<file path="src/rtl/kbd_scancode_decoder.sv">
// PS/2 scan-code set 2 decoder.
// Pops bytes from the receiver FIFO, tracks E0/F0 prefixes, and holds the
// last make code with its ASCII value. It also counts new presses and frame errors.
// Optional feature: define KBD_SHIFT_EN to track the shift keys (0x12/0x59)
// and map letters to uppercase while shift is held.
module kbd_scancode_decoder #(
  parameter int CNT_W = 8,
  parameter int ERR_W = 4
) (
  input  logic             clk,
  input  logic             rst_n,
  input  logic [7:0]       rx_data,
  input  logic             rx_valid,
  output logic             rx_ready,
  input  logic             frame_err,
  output logic [7:0]       scan_code,
  output logic             ext,
  output logic [7:0]       ascii,
  output logic             key_down,
  output logic             evt_valid,
  output logic             evt_break,
  output logic [CNT_W-1:0] press_cnt,
  output logic [ERR_W-1:0] err_cnt
);

  typedef enum logic {S_FETCH = 1'b0, S_DECODE = 1'b1} state_t;

  state_t     state_q, state_d;
  logic       live_q;     // holds off the first pop until one clock after reset
  logic [7:0] byte_q;
  logic       ext_f, brk_f;
  logic       pop, dec;
  logic       is_e0, is_f0, is_shift, same_key;
  logic [7:0] ascii_new;

  // Set-2 make code to lowercase ASCII; unmapped codes give 0x00
  function automatic logic [7:0] lut(input logic [7:0] c);
    case (c)
      8'h1C: lut = 8'h61; 8'h32: lut = 8'h62; 8'h21: lut = 8'h63; 8'h23: lut = 8'h64;
      8'h24: lut = 8'h65; 8'h2B: lut = 8'h66; 8'h34: lut = 8'h67; 8'h33: lut = 8'h68;
      8'h43: lut = 8'h69; 8'h3B: lut = 8'h6A; 8'h42: lut = 8'h6B; 8'h4B: lut = 8'h6C;
      8'h3A: lut = 8'h6D; 8'h31: lut = 8'h6E; 8'h44: lut = 8'h6F; 8'h4D: lut = 8'h70;
      8'h15: lut = 8'h71; 8'h2D: lut = 8'h72; 8'h1B: lut = 8'h73; 8'h2C: lut = 8'h74;
      8'h3C: lut = 8'h75; 8'h2A: lut = 8'h76; 8'h1D: lut = 8'h77; 8'h22: lut = 8'h78;
      8'h35: lut = 8'h79; 8'h1A: lut = 8'h7A;
      8'h45: lut = 8'h30; 8'h16: lut = 8'h31; 8'h1E: lut = 8'h32; 8'h26: lut = 8'h33;
      8'h25: lut = 8'h34; 8'h2E: lut = 8'h35; 8'h36: lut = 8'h36; 8'h3D: lut = 8'h37;
      8'h3E: lut = 8'h38; 8'h46: lut = 8'h39;
      8'h29: lut = 8'h20; 8'h5A: lut = 8'h0D;
      default: lut = 8'h00;
    endcase
  endfunction

  assign pop      = rx_ready && rx_valid;
  assign dec      = (state_q == S_DECODE);
  assign is_e0    = (byte_q == 8'hE0);
  assign is_f0    = (byte_q == 8'hF0);
  assign same_key = (byte_q == scan_code) && (ext_f == ext);

`ifdef KBD_SHIFT_EN
  logic shift_q;

  assign is_shift = (byte_q == 8'h12) || (byte_q == 8'h59);

  // Shift state: a make sets it and a break clears it. Any E0 prefix is ignored.
  always_ff @(posedge clk or negedge rst_n) begin
    if (!rst_n)                             shift_q <= 1'b0;
    else if (dec && !is_e0 && !is_f0 && is_shift) shift_q <= !brk_f;
  end

  // ASCII for a new make. Letters are uppercased while shift is held.
  always_comb begin
    ascii_new = ext_f ? 8'h00 : lut(byte_q);
    if (shift_q && ascii_new >= 8'h61 && ascii_new <= 8'h7A)
      ascii_new = ascii_new - 8'h20;
  end
`else
  assign is_shift = 1'b0;

  // ASCII for a new make. Extended codes never map to ASCII.
  always_comb begin
    ascii_new = ext_f ? 8'h00 : lut(byte_q);
  end
`endif

  // State register
  always_ff @(posedge clk or negedge rst_n) begin
    if (!rst_n) begin
      state_q <= S_FETCH;
      live_q  <= 1'b0;
    end else begin
      state_q <= state_d;
      live_q  <= 1'b1;
    end
  end

  // Next state: fetch a byte, then spend one cycle decoding it
  always_comb begin
    state_d = state_q;
    case (state_q)
      S_FETCH:  if (pop) state_d = S_DECODE;
      S_DECODE: state_d = S_FETCH;
      default:  state_d = S_FETCH;
    endcase
  end

  // FSM outputs
  always_comb begin
    rx_ready = (state_q == S_FETCH) && live_q;
  end

  // Byte latch on pop
  always_ff @(posedge clk or negedge rst_n) begin
    if (!rst_n)   byte_q <= 8'h00;
    else if (pop) byte_q <= rx_data;
  end

  // Decode: update prefix flags, key state, press count and the event strobe
  always_ff @(posedge clk or negedge rst_n) begin
    if (!rst_n) begin
      ext_f     <= 1'b0;
      brk_f     <= 1'b0;
      scan_code <= 8'h00;
      ext       <= 1'b0;
      ascii     <= 8'h00;
      key_down  <= 1'b0;
      press_cnt <= '0;
      evt_valid <= 1'b0;
      evt_break <= 1'b0;
    end else begin
      evt_valid <= 1'b0;
      evt_break <= 1'b0;
      if (dec) begin
        if (is_e0) begin
          ext_f <= 1'b1;
        end else if (is_f0) begin
          brk_f <= 1'b1;
        end else begin
          ext_f <= 1'b0;
          brk_f <= 1'b0;
          if (!is_shift) begin
            evt_valid <= 1'b1;
            evt_break <= brk_f;
            if (brk_f) begin
              if (same_key) key_down <= 1'b0;
            end else if (!(key_down && same_key)) begin
              // A new press. A typematic repeat of the held key skips this branch.
              scan_code <= byte_q;
              ext       <= ext_f;
              ascii     <= ascii_new;
              key_down  <= 1'b1;
              press_cnt <= press_cnt + CNT_W'(1);
            end
          end
        end
      end
    end
  end

  // Frame error counter saturates at all-ones and is independent of the FSM
  always_ff @(posedge clk or negedge rst_n) begin
    if (!rst_n)                        err_cnt <= '0;
    else if (frame_err && ~&err_cnt)   err_cnt <= err_cnt + ERR_W'(1);
  end

endmodule
</file>
<file path="config.mk">
export PLATFORM = sky130hd
export DESIGN_NAME = kbd_scancode_decoder
export DESIGN_NICKNAME = d
export VERILOG_FILES = /design/src/rtl/kbd_scancode_decoder.sv
export SDC_FILE = /design/constraint.sdc
export NUM_CORES = 1
export LEC_CHECK = 0
export CAP_MARGIN = 20
export CORE_ASPECT_RATIO = 2
export CORE_MARGIN = 4
export CORE_UTILIZATION = 45
export CTS_CLUSTER_SIZE = 10
export DETAILED_ROUTE_END_ITERATION = 8
export GPL_ROUTABILITY_DRIVEN = 0
export PLACE_DENSITY = 0.81
export REMOVE_ABC_BUFFERS = 1
export SLEW_MARGIN = 10
export SYNTH_ARGS = -nofsm -noshare
export SYNTH_HDL_FRONTEND = slang
export SYNTH_SLANG_ARGS = --single-unit
</file>
<file path="constraint.sdc">
create_clock -name clk -period 6.2 [get_ports clk]
set_clock_uncertainty 0.1 [all_clocks]
set_input_delay 1.24 -clock clk [delete_from_list [all_inputs] [get_ports clk]]
set_output_delay 1.24 -clock clk [all_outputs]
set_load 0.01 [all_outputs]
</file>
==> results, run 1 <==
- The flow ran to the end, and the final reports show no timing, DRC or antenna violations.
- In the post-synthesis netlist, the biggest area contributors are dfrtp_1 (42%), nand2_1 (4.8%), o21ai_0 (4.4%), xnor2_1 (4.4%), ha_1 (4.3%).
- The clock-pin slew of the registers on the worst-case setup and hold paths is approximately 0.080 ns.
- Of the total power, the share spent switching nets is 0.365.
- In the routed layout, each cell is associated on average with a via count of around 5.8.
- The floorplan step set the die width to roughly 60 um.
- The post-route setup TNS is 0 ns.
- The total I/O pin count is 45.
- The number of hold violations in the final report is 0.
- The repair_antennas step left the layout with diodes totalling 0.
- The fmax is approximately 360 MHz.
- The maximum clock path buffer count is 2.
- In the synthesized netlist, the cells that appear most often are dfrtp_1 (43), nand2_1 (33), o21ai_0 (23), xnor2_1 (13).
- The first TritonRoute pass finished after 4 iterations.
- The combinational cell fraction of total power is 0.390.
- The via count of the first global-routing pass is between 2000 and 2500.
- Among all flip-flop cells after synthesis, the most frequent one is dfrtp_1.
- The fraction of post-synthesis cell area in the top cell type by area is 0.416.
- The worst-case vdd ir drop is 281 uV.
- During placement, the flow inserted port buffers numbering 43.
- The CTS buffer count is 5.
- The global-route usage over all layers is 0.191.
- The number of cells on the worst reg-to-reg path is 5.
- The number of cells on the worst hold path is 1.
- For this design the ratio of total power to cell area is 366 nW/um2.
- Among all stages on the critical path, the largest delay is contributed by clkdlybuf4s50_1.
- In the routed design, unresolved DRC markers number 0.
- The mean routed wirelength per cell is about 16 um.
- In this run the core area contains 38 standard-cell rows.
- The routed layout has 2157 vias.
- The post-synthesis cell type count is 51.
- Yosys instantiated no cell more often than dfrtp_1.
- The synthesized netlist occupies a cell area of about 2600 um2.
- The post-CTS repair timing setup buffer count is 0.
- Counting every sink on the clock net gives 43.
- Setup repair after global routing left no endpoint under its margin.
- The leakage power summed over all cells is 1.28 nW.
- The category of the critical setup timing path is reg -> out.
- Counting both buffers and inverters, the worst setup path holds a total of 1.
- Counting tap cells, the placed design contains a total of approximately 360 instances.
- The power share of the sequential group is 0.411.
- The die height is 115 um.
- A synthesized cell averages approximately 9.3 um2.
- The tree is rooted in a clkbuf_8.
- The cell count after synthesis is ~280.
- The post-CTS resize count is 0.
- The post-synthesis to final-layout area growth is 19.7%.
- In this run the power spent charging and discharging nets is between 0.4 and 0.5 mW.
- The CTS tree is yes.
- The sequential share of the synthesized area is 0.416.
- The final instance area is around 3100 um2.
- The clock latency on the worst-skew pair is a little under 0.3 ns.
- The fraction of layout cells with a size suffix above 1 is 0.0611.
- The design internal power is about 0.72 mW.
- The worst pin sits at a relative slew slack of 0.330.
- The total routed wirelength is 6020 um.
- For this configuration, the core starts out at a cell density of 0.469.
- The async set or reset register ratio after synthesis is 1.00.
- The dominant delay contributor by cell family on the critical path is buffers and inverters.
- The peak fanout along the critical path is 5.
- The worst setup path is captured at an output pin.
- The floorplan step defined a die boundary enclosing 7100 um2.
- The placed standard-cell area is 2980 um2.
- The worst endpoint data arrival time is about 1.5 ns.
- The logic depth of the worst setup path including buffers is 2.
- The largest total area in the synthesized netlist belongs to dfrtp_1.
- STA classifies the critical path startpoint as a flip-flop.
- The final-report max-slew violation count is 0.
- The core box area is about 5500 um2.
- Once detail routing completed, the nets flagged for antenna violations numbered 0.
- The period utilization is 0.450.
- The detailed placer's ending HPWL is about 4500 um.
- On the worst path, the slowest cell contributes a delay of roughly 0.56 ns.
- The number of warnings reported in the yosys synthesis log is 0.
- The critical path goes through nor2b_1 -> clkdlybuf4s50_1.
- The violation count after the first detailed-routing iteration is between 100 and 150.
- The total of max-cap violations is 0.
- At the end of the flow, the number of nets in the layout was around 330.
- The pin count of the biggest net entering global routing is 44.
- The routed design could run at a clock period as short as around 2.8 ns.
- The H-tree depth reported by CTS is 2.
- STA puts the critical path data required time at between 4 and 5 ns.
- In this run, synthesis produced a sequential element count of 43.
- The transition time at the pin with the least slew margin is 1.01 ns.
- The layout filler cell count is between 500 and 600.
- The number of antenna violations at the first check in global routing came to 0.
- The worst hold-check path type is reg -> reg.
- After global routing the overflow that remains totals 0.
- The first global-routing pass estimated ~10000 um of wire.
- Hold repair after CTS inserted 0 buffers.
- Counting flops with a built-in enable in the synthesized netlist gives 0.
- Of the total power, the clock network draws 0.199.
- Setup violations remaining at the end of the flow were counted as 0.
- The non-filler instance count after layout is 371.
==> placed cells by master (no fill, tap or decap), drive strengths merged, types with 3 or more instances in the layout <==
master	instances
a21oi	8
a31oi	5
clkbuf	6
clkdlybuf4s50	42
dfrtp	43
ha	9
inv	13
mux2	10
mux2i	6
nand2	33
nand2b	6
nand3	8
nand4	4
nor2	12
nor2b	7
nor3	10
o211ai	6
o21ai	24
o22ai	3
o31ai	6
xnor2	13
xor2	4
==> state kept, by name, indices dropped and copies added, names as in the netlist <==
signal     count
ascii          7
brk_f          1
byte_q         8
dec            1
err_cnt        4
evt_break      1
evt_valid      1
ext            1
ext_f          1
key_down       1
live_q         1
press_cnt      8
scan_code      8
==> final cells by class <==
| cell class | count | area (um2) | share of cell area |
|---|---|---|---|
| clock buffers | 6 | 82.6 | 0.0266 |
| clock inverters | 2 | 38.8 | 0.0125 |
| inverters | 12 | 45.0 | 0.0145 |
| multi-input cells | 204 | 1350 | 0.435 |
| flip-flops and latches | 43 | 1080 | 0.347 |
| well taps | 60 | 75.1 | 0.0242 |
| repair buffers | 44 | 433 | 0.140 |
==> kinds of logic after synthesis <==
logic type	count (synthesis)	share of synthesized area
simple gates	92	0.174
compound gates	68	0.176
flops	43	0.416
buf+inv	31	0.0633
xor+xnor	17	0.0575
mux	16	0.0667
fa+ha+maj	9	0.0435
other cells	2	0.00290
==> worst paths after layout <==
check / start / end / slack [ns]
setup / recovery: dec$_DFF_PN0_ / rx_ready / 3.41
hold / removal: press_cnt[7]$_DFFE_PN0P_ / press_cnt[7]$_DFFE_PN0P_ / 0.37
setup reg to reg: byte_q[2]$_DFFE_PN0P_ / press_cnt[1]$_DFFE_PN0P_ / 3.46
hold reg to reg: press_cnt[7]$_DFFE_PN0P_ / press_cnt[7]$_DFFE_PN0P_ / 0.37
max in group asynchronous: rst_n / press_cnt[0]$_DFFE_PN0P_ / 4.45
min in group asynchronous: rst_n / byte_q[0]$_DFFE_PN0P_ / 0.97
==> power groups by stage <==
stage / clock [mW] / sequential, mW / combinational (mW)
5_1_grt: 0.244 / 0.481 / 0.492
3_5_place_dp: 0 / 0.471 / 0.442
4_1_cts: 0.233 / 0.465 / 0.445
6_report: 0.226 / 0.466 / 0.442
3_3_place_gp: 0 / 0.466 / 0.432
2_1_floorplan: 0 / 0.472 / 0.226
==> through the flow <==
stage	power, mW	hold WS [ns]	worst slack [ns]	utilization
final	1.13	0.371	3.41	0.562
after global routing	1.22	0.402	3.24	0.562
after CTS	1.14	0.377	3.39	0.562
after detailed placement	0.913	0.364	3.50	0.540
after global placement	0.898	0.358	3.60	0.540
after floorplan	0.698	0.358	3.59	-
==> per-layer routing <==
metal	track usage	vias up	wire length (um)
met5	0	-	0
met4	0.116	0	311
met3	0.0315	26	250
met2	0.331	80	3290
met1	0.206	1004	2170
li1	-	1047	-
(Power assumes the default switching activity.)
==> run 2: changes to the inputs <==
PLACE_DENSITY = 0.83   (was 0.81)
clock period = 2.24 ns   (was 6.2 ns; I/O delays follow)
==> results, run 2 (synthesis gave the netlist of run 1 again) <==
- The CTS tree is yes (unchanged).
- The number of I/O port buffers is 43 (unchanged).
- The iteration count of the initial detailed-routing pass is 5 (was 4).
- The final-report max-slew violation count is 0 (unchanged).
- The horizontal extent of the die is 61.6 um (unchanged).
- The top routing layer in use is met4 (unchanged).
- The final net count came to 360 (was 331).
- The row count is 38 (unchanged).
- The number of buffer and inverter stages on the critical path is 1 (unchanged).
- The post-synthesis to final-layout area growth is 30.8% (was 19.7%).
- The detail-routed via count per cell was 5.94 (was 5.81).
- The worst-case headroom to the max-slew limit was 0.585 (was 0.330).
- The clock tree root driver cell is clkbuf_8 (unchanged).
- The worst endpoint data arrival time is 2.28 ns (was 1.45 ns).
- The total power divided by cell area came to 1020 nW/um2 (was 366 nW/um2).
- Run status: completed (unchanged).
- The biggest cell delay along the critical path is 0.56 ns (about the same).
- The detailed-route wire length on metal 1 is 2300 um (was 2170 um).
- The length of routed met3 wiring is 338 um (was 250 um).
- The number of diodes added for antenna fixing is 0 (unchanged).
- The global-route wire length before repair is 11000 um (was 10200 um).
- The starting density of the core is 0.469 (unchanged).
- The DRC violation count after routing is 0 (unchanged).
- The clock-pin slew of the registers on the worst-case setup and hold paths is 0.09 ns (was 0.08 ns).
- The violation count after the first detailed-routing iteration is 128 (was 127).
- The worst hold-check path type is in -> async (was reg -> reg).
- The number of antenna violations at the first check in global routing is 0 (unchanged).
- The global-route usage over all layers came to 0.207 (was 0.191).
- Of the available clock period, the critical path in the final layout requires 0.977.
- The clock latency on the worst-skew pair is 0.31 ns (was 0.29 ns).
- The CTS buffer count is 5 (unchanged).
- The dominant delay contributor by cell family on the critical path was compound AO/OA/AOI/OAI gates (was buffers and inverters).
- The worst-case vdd ir drop is 818 uV (was 281 uV).
- The total routed wirelength was 6950 um (was 6020 um).
- The leakage power summed over all cells is 1.42 nW (was 1.28 nW).
- The slowest cell on the critical path is o31ai_4 (was clkdlybuf4s50_1).
- The routed design could run at a clock period as short as between 2 and 2.5 ns.
- Cells along the critical path: buf_4 -> xnor2_2 -> nand3_2 -> o31ai_4 -> mux2_2 (was nor2b_1 -> clkdlybuf4s50_1).
- The total congestion overflow came to 0 (unchanged).
- The post-route setup TNS is 0 ns (unchanged).
- The transition time at the pin with the least slew margin is 0.619 ns (was 1.01 ns).
- The clock sink count came to 43 (unchanged).
- The detailed placer's ending HPWL was 4960 um (was 4550 um).
- The mean routed wirelength per cell is 17.4 um (was 16.2 um).
- The via count of the first global-routing pass is 2363 (was 2215).
- The most common library cell in the layout ignoring fill and taps is dfrtp_1 (unchanged).
- The H-tree depth reported by CTS is 2 (unchanged).
- The kind of end point of the critical path is a flip-flop (was output pin).
- The total met2 wirelength after detailed routing came to 3940 um (was 3290 um).
- The maximum clock path buffer count came to 2 (unchanged).
- The layout filler cell count is 464 (was 507).
- The total of endpoints with negative setup slack in the final report is 0 (unchanged).
- The pin count of the biggest net entering global routing is 44 (unchanged).
- The required time at the worst-slack endpoint is 2.33 ns (was 4.86 ns).
- Static timing analysis puts the maximum clock frequency at 457 MHz.
- The number of hold violations in the final report came to 0 (unchanged).
- Leading cell types in the layout, fill and taps excluded: dfrtp_1 (43), clkdlybuf4s50_1 (42), nand2_1 (33) (unchanged).
- The startpoint type of the worst setup path is a flip-flop (unchanged).
- The remaining number of nets flagged by the antenna check after routing came to 0 (unchanged).
- The floorplan die area is 7100 um2 (unchanged).
- The fraction of layout cells with a size suffix above 1 was 0.168 (was 0.0611).
- The die height is 115 um (unchanged).
- The total of max-cap violations is 0 (unchanged).
- The worst path setup slack after routing was 0.0520 ns (was 3.41 ns).
- The routed via count came to 2377 (was 2157).
- Regs by FF count: byte_q x8, press_cnt x8, scan_code x8 (unchanged).
- The peak fanout along the critical path is 8 (was 5).
- The total I/O pin count is 45 (unchanged).
- The pre-CTS worst setup slack is -0.147 ns (was 3.50 ns).
- The core box area was 5520 um2 (unchanged).
- The category of the critical setup timing path is reg -> reg (was reg -> out).
==> run 2: layer usage <==
metal  vias to the layer above  track usage
li1                       1108            -
met1                      1143        0.207
met2                        97        0.365
met3                        29       0.0337
met5                         -            0
met4                         0        0.142
==> run 2: stage by stage <==
| step | total power, mW | hold WS (ns) | instance area, um2 | cells | util |
|---|---|---|---|---|---|
| final | 3.44 | 0.0972 | 3390 | 400 | 0.614 |
| after global routing | 3.65 | 0.141 | 3390 | 400 | 0.614 |
| after CTS | 3.37 | 0.115 | 3310 | 395 | 0.600 |
| after detailed placement | 2.70 | 0.360 | 3150 | 386 | 0.571 |
| after global placement | 2.65 | 0.358 | 3150 | 386 | 0.571 |
| after floorplan | 1.93 | 0.0524 | 2470 | 259 | - |
==> run 2: path summary, 6_finish.rpt <==
kind / startpoint / end / slack (ns) / cells past startpoint
setup reg to reg: byte_q[0]$_DFFE_PN0P_ / scan_code[2]$_DFFE_PN0P_ / 0.05 / 5
max in group asynchronous: rst_n / press_cnt[1]$_DFFE_PN0P_ / 1.55 / 2
hold / removal: rst_n / ext_f$_DFFE_PN0P_ / 0.1 / 2
min in group clk: press_cnt[7]$_DFFE_PN0P_ / press_cnt[7]$_DFFE_PN0P_ / 0.37 / 1
hold reg to reg: press_cnt[7]$_DFFE_PN0P_ / press_cnt[7]$_DFFE_PN0P_ / 0.37 / 1
setup / recovery: byte_q[0]$_DFFE_PN0P_ / scan_code[2]$_DFFE_PN0P_ / 0.05 / 5
==> run 2: timing repair <==
action                     in CTS  in global routing
hold buffers                    0                  0
buffers inserted                0                  4
setup endpoints to repair      19                 24
gates cloned                    1                  1
gates resized for setup         6                 10
pin swaps                       1                  4
==> run 2: power by group <==
part	total [mW]	switching [mW]	internal, mW
Combinational	1.65	0.821	0.827
Sequential	1.17	0.196	0.977
Clock	0.620	0.284	0.336
==> run 2: cell type report <==
class | instances | area [um2] | area share
clock buffer | 5 | 68.8 | 0.0203
clock inverter | 3 | 46.3 | 0.0137
inverter | 12 | 45.0 | 0.0133
multi-input combinational | 206 | 1430 | 0.423
sequential | 43 | 1080 | 0.318
tap | 60 | 75.1 | 0.0222
timing repair buffer | 71 | 643 | 0.190
==> run 3: changes to the inputs <==
GPL_TIMING_DRIVEN = 0   (was default)
==> results, run 3 (synthesis gave the netlist of run 1 again) <==
- The layer with the highest usage after global routing is met2 (unchanged).
- The row count came to 38 (unchanged).
- The DRC violation count after routing is 0 (unchanged).
- The leakage power summed over all cells is 1.29 nW (was 1.42 nW).
- The total routed wirelength came to 6020 um (was 6950 um).
- The global-route wire length before repair is 10000 um (was 11000 um).
- The depth of the worst register-to-register path is 5 (unchanged).
- The maximum clock path buffer count came to 2 (unchanged).
- The fraction of layout cells with a size suffix above 1 came to 0.101 (was 0.168).
- The routed via count came to 2156 (was 2377).
- The layout filler cell count is 477 (was 464).
- The fmax is 475 MHz (was 457 MHz).
- The remaining number of nets flagged by the antenna check after routing is 0 (unchanged).
- The post-synthesis to final-layout area growth was 22.0% (was 30.8%).
- The total power divided by cell area came to 965 nW/um2 (was 1020 nW/um2).
- The total of max-cap violations is 0 (unchanged).
- The iteration count of the initial detailed-routing pass is 5 (unchanged).
- The final instance area is 3160 um2 (was 3390 um2).
- The horizontal extent of the die is 61.6 um (unchanged).
- The kind of end point of the critical path is a flip-flop (unchanged).
- The clock latency on the worst-skew pair came to 0.31 ns (about the same).
- The startpoint type of the worst setup path is a flip-flop (unchanged).
- The worst hold-check path type is reg -> reg (was in -> async).
- The total instance count after detailed placement came to 364 (was 386).
- The period utilization is 0.941 (was 0.977).
- The category of the critical setup timing path is reg -> reg (unchanged).
- The die height is 115 um (unchanged).
- The CTS tree is yes (unchanged).
- The via count of the first global-routing pass was 2107 (was 2363).
- The post-route minimum period is 2.11 ns (was 2.19 ns).
- Run status: completed (unchanged).
- The fraction of met3 tracks used by global routing is 0.0337 (unchanged).
- The final net count is 336 (was 360).
- The met2 usage is 0.331 (was 0.365).
- The core box area was 5520 um2 (unchanged).
- Regs by FF count: byte_q x8, press_cnt x8, scan_code x8 (unchanged).
- The global-route usage over all layers is 0.188 (was 0.207).
- The pin count of the biggest net entering global routing is 36 (was 44).
- The final-report max-slew violation count is 0 (unchanged).
- The required time at the worst-slack endpoint is 2.33 ns (about the same).
- The placed standard-cell area is 3010 um2 (was 3150 um2).
- The number of I/O port buffers came to 43 (unchanged).
- The floorplan die area came to 7100 um2 (unchanged).
- The total of endpoints with negative setup slack in the final report was 0 (unchanged).
- The mean routed wirelength per cell is 16.0 um (was 17.4 um).
- The total power draw is 3.05 mW (was 3.44 mW).
- The detailed placer's ending HPWL is 4510 um (was 4960 um).
- Leading cell types in the layout, fill and taps excluded: clkdlybuf4s50_1 (42), dfrtp_1 (37), nand2_1 (33) (was dfrtp_1 (43), clkdlybuf4s50_1 (42), nand2_1 (33)).
- The most common library cell in the layout ignoring fill and taps is clkdlybuf4s50_1 (was dfrtp_1).
- The worst-case headroom to the max-slew limit is 0.653 (was 0.585).
- Setup repair after global routing left no endpoint under its margin.
- The non-filler instance count after layout came to 376 (was 400).
- The transition time at the pin with the least slew margin is 0.521 ns (was 0.619 ns).
- The worst-case vdd ir drop was 716 uV (was 818 uV).
- The CTS buffer count is 5 (unchanged).
- The number of hold violations in the final report came to 0 (unchanged).
- The number of cells on the worst hold path is 1.
- The clock-pin slew of the registers on the worst-case setup and hold paths is 0.08 ns (was 0.09 ns).
- The peak fanout along the critical path is 23 (was 8).
- The total I/O pin count came to 45 (unchanged).
- The violation count after the first detailed-routing iteration is 114 (was 128).
- The detail-routed via count per cell was 5.73 (was 5.94).
- The post-route setup TNS came to 0 ns (unchanged).
- The number of antenna violations at the first check in global routing is 0 (unchanged).
- The total congestion overflow was 0 (unchanged).
- The clock tree root driver cell is clkbuf_8 (unchanged).
- The clock sink count is 43 (unchanged).
- The met1 usage is 0.202 (was 0.207).
- The H-tree depth reported by CTS is 2 (unchanged).
- The number of diodes added for antenna fixing is 0 (unchanged).
- The worst endpoint data arrival time was 2.20 ns (was 2.28 ns).
- The starting density of the core is 0.469 (unchanged).
-- run 3: worst paths after layout --
| path | from | endpoint | slack, ns |
|---|---|---|---|
| min in group asynchronous | rst_n | scan_code[1]$_DFFE_PN0P_ | 0.47 |
| setup reg to reg | byte_q[6]$_DFFE_PN0P_ | scan_code[6]$_DFFE_PN0P_ | 0.13 |
| hold / removal | press_cnt[7]$_DFFE_PN0P_ | press_cnt[7]$_DFFE_PN0P_ | 0.36 |
| setup / recovery | byte_q[6]$_DFFE_PN0P_ | scan_code[6]$_DFFE_PN0P_ | 0.13 |
| max in group asynchronous | rst_n | press_cnt[4]$_DFFE_PN0P_ | 1.09 |
| hold reg to reg | press_cnt[7]$_DFFE_PN0P_ | press_cnt[7]$_DFFE_PN0P_ | 0.36 |
-- run 3: power breakdown --
group | internal (mW) | switching (mW)
Clock | 0.218 | 0.284
Combinational | 0.680 | 0.580
Sequential | 0.982 | 0.304
Total | 1.88 | 1.17
-- run 3: final cells by class --
class / instances / area [um2] / area share
well taps: 60 / 75.1 / 0.0238
clock inverters: 2 / 12.5 / 0.00396
repair buffers: 49 / 493 / 0.156
flip-flops and latches: 43 / 1090 / 0.345
multi-input cells: 204 / 1370 / 0.434
clock buffers: 6 / 72.6 / 0.0230
inverters: 12 / 45.0 / 0.0143
-- run 3: critical path, stage by stage, from the launching register on --
cell     delay [ns]
dfrtp_1        0.67
xnor2_1        0.18
nand3_1        0.17
o31ai_4        0.33
buf_8          0.22
mux2_1         0.33
-- run 3: repair_timing --
action | CTS | global route
gates resized for setup | 7 | 6
buffers inserted | 3 | 0
setup endpoints to repair | 25 | 10
hold endpoints to repair | 14 | 0
pin swaps | 1 | 0
hold buffers | 1 | 0
-- run 3: per-stage QoR --
| stage | utilization | setup WS (ns) | hold WS (ns) |
|---|---|---|---|
| 4_1_cts | 0.568 | 0.0396 | 0.372 |
| 5_1_grt | 0.573 | 0.0273 | 0.398 |
| 3_3_place_gp | 0.539 | -0.827 | 0.355 |
| 2_1_floorplan | - | -0.366 | 0.0524 |
| 3_5_place_dp | 0.545 | -0.554 | 0.278 |
| 6_report | 0.573 | 0.133 | 0.364 |
-- run 3: metal layers --
metal  vias to the layer above  wire length [um]  share of wire
met1                      1030              2250           0.37
met4                         0               200          0.033
met3                        14               215          0.036
li1                       1054                 -              -
met2                        58              3350           0.56
met5                         -                 0              0
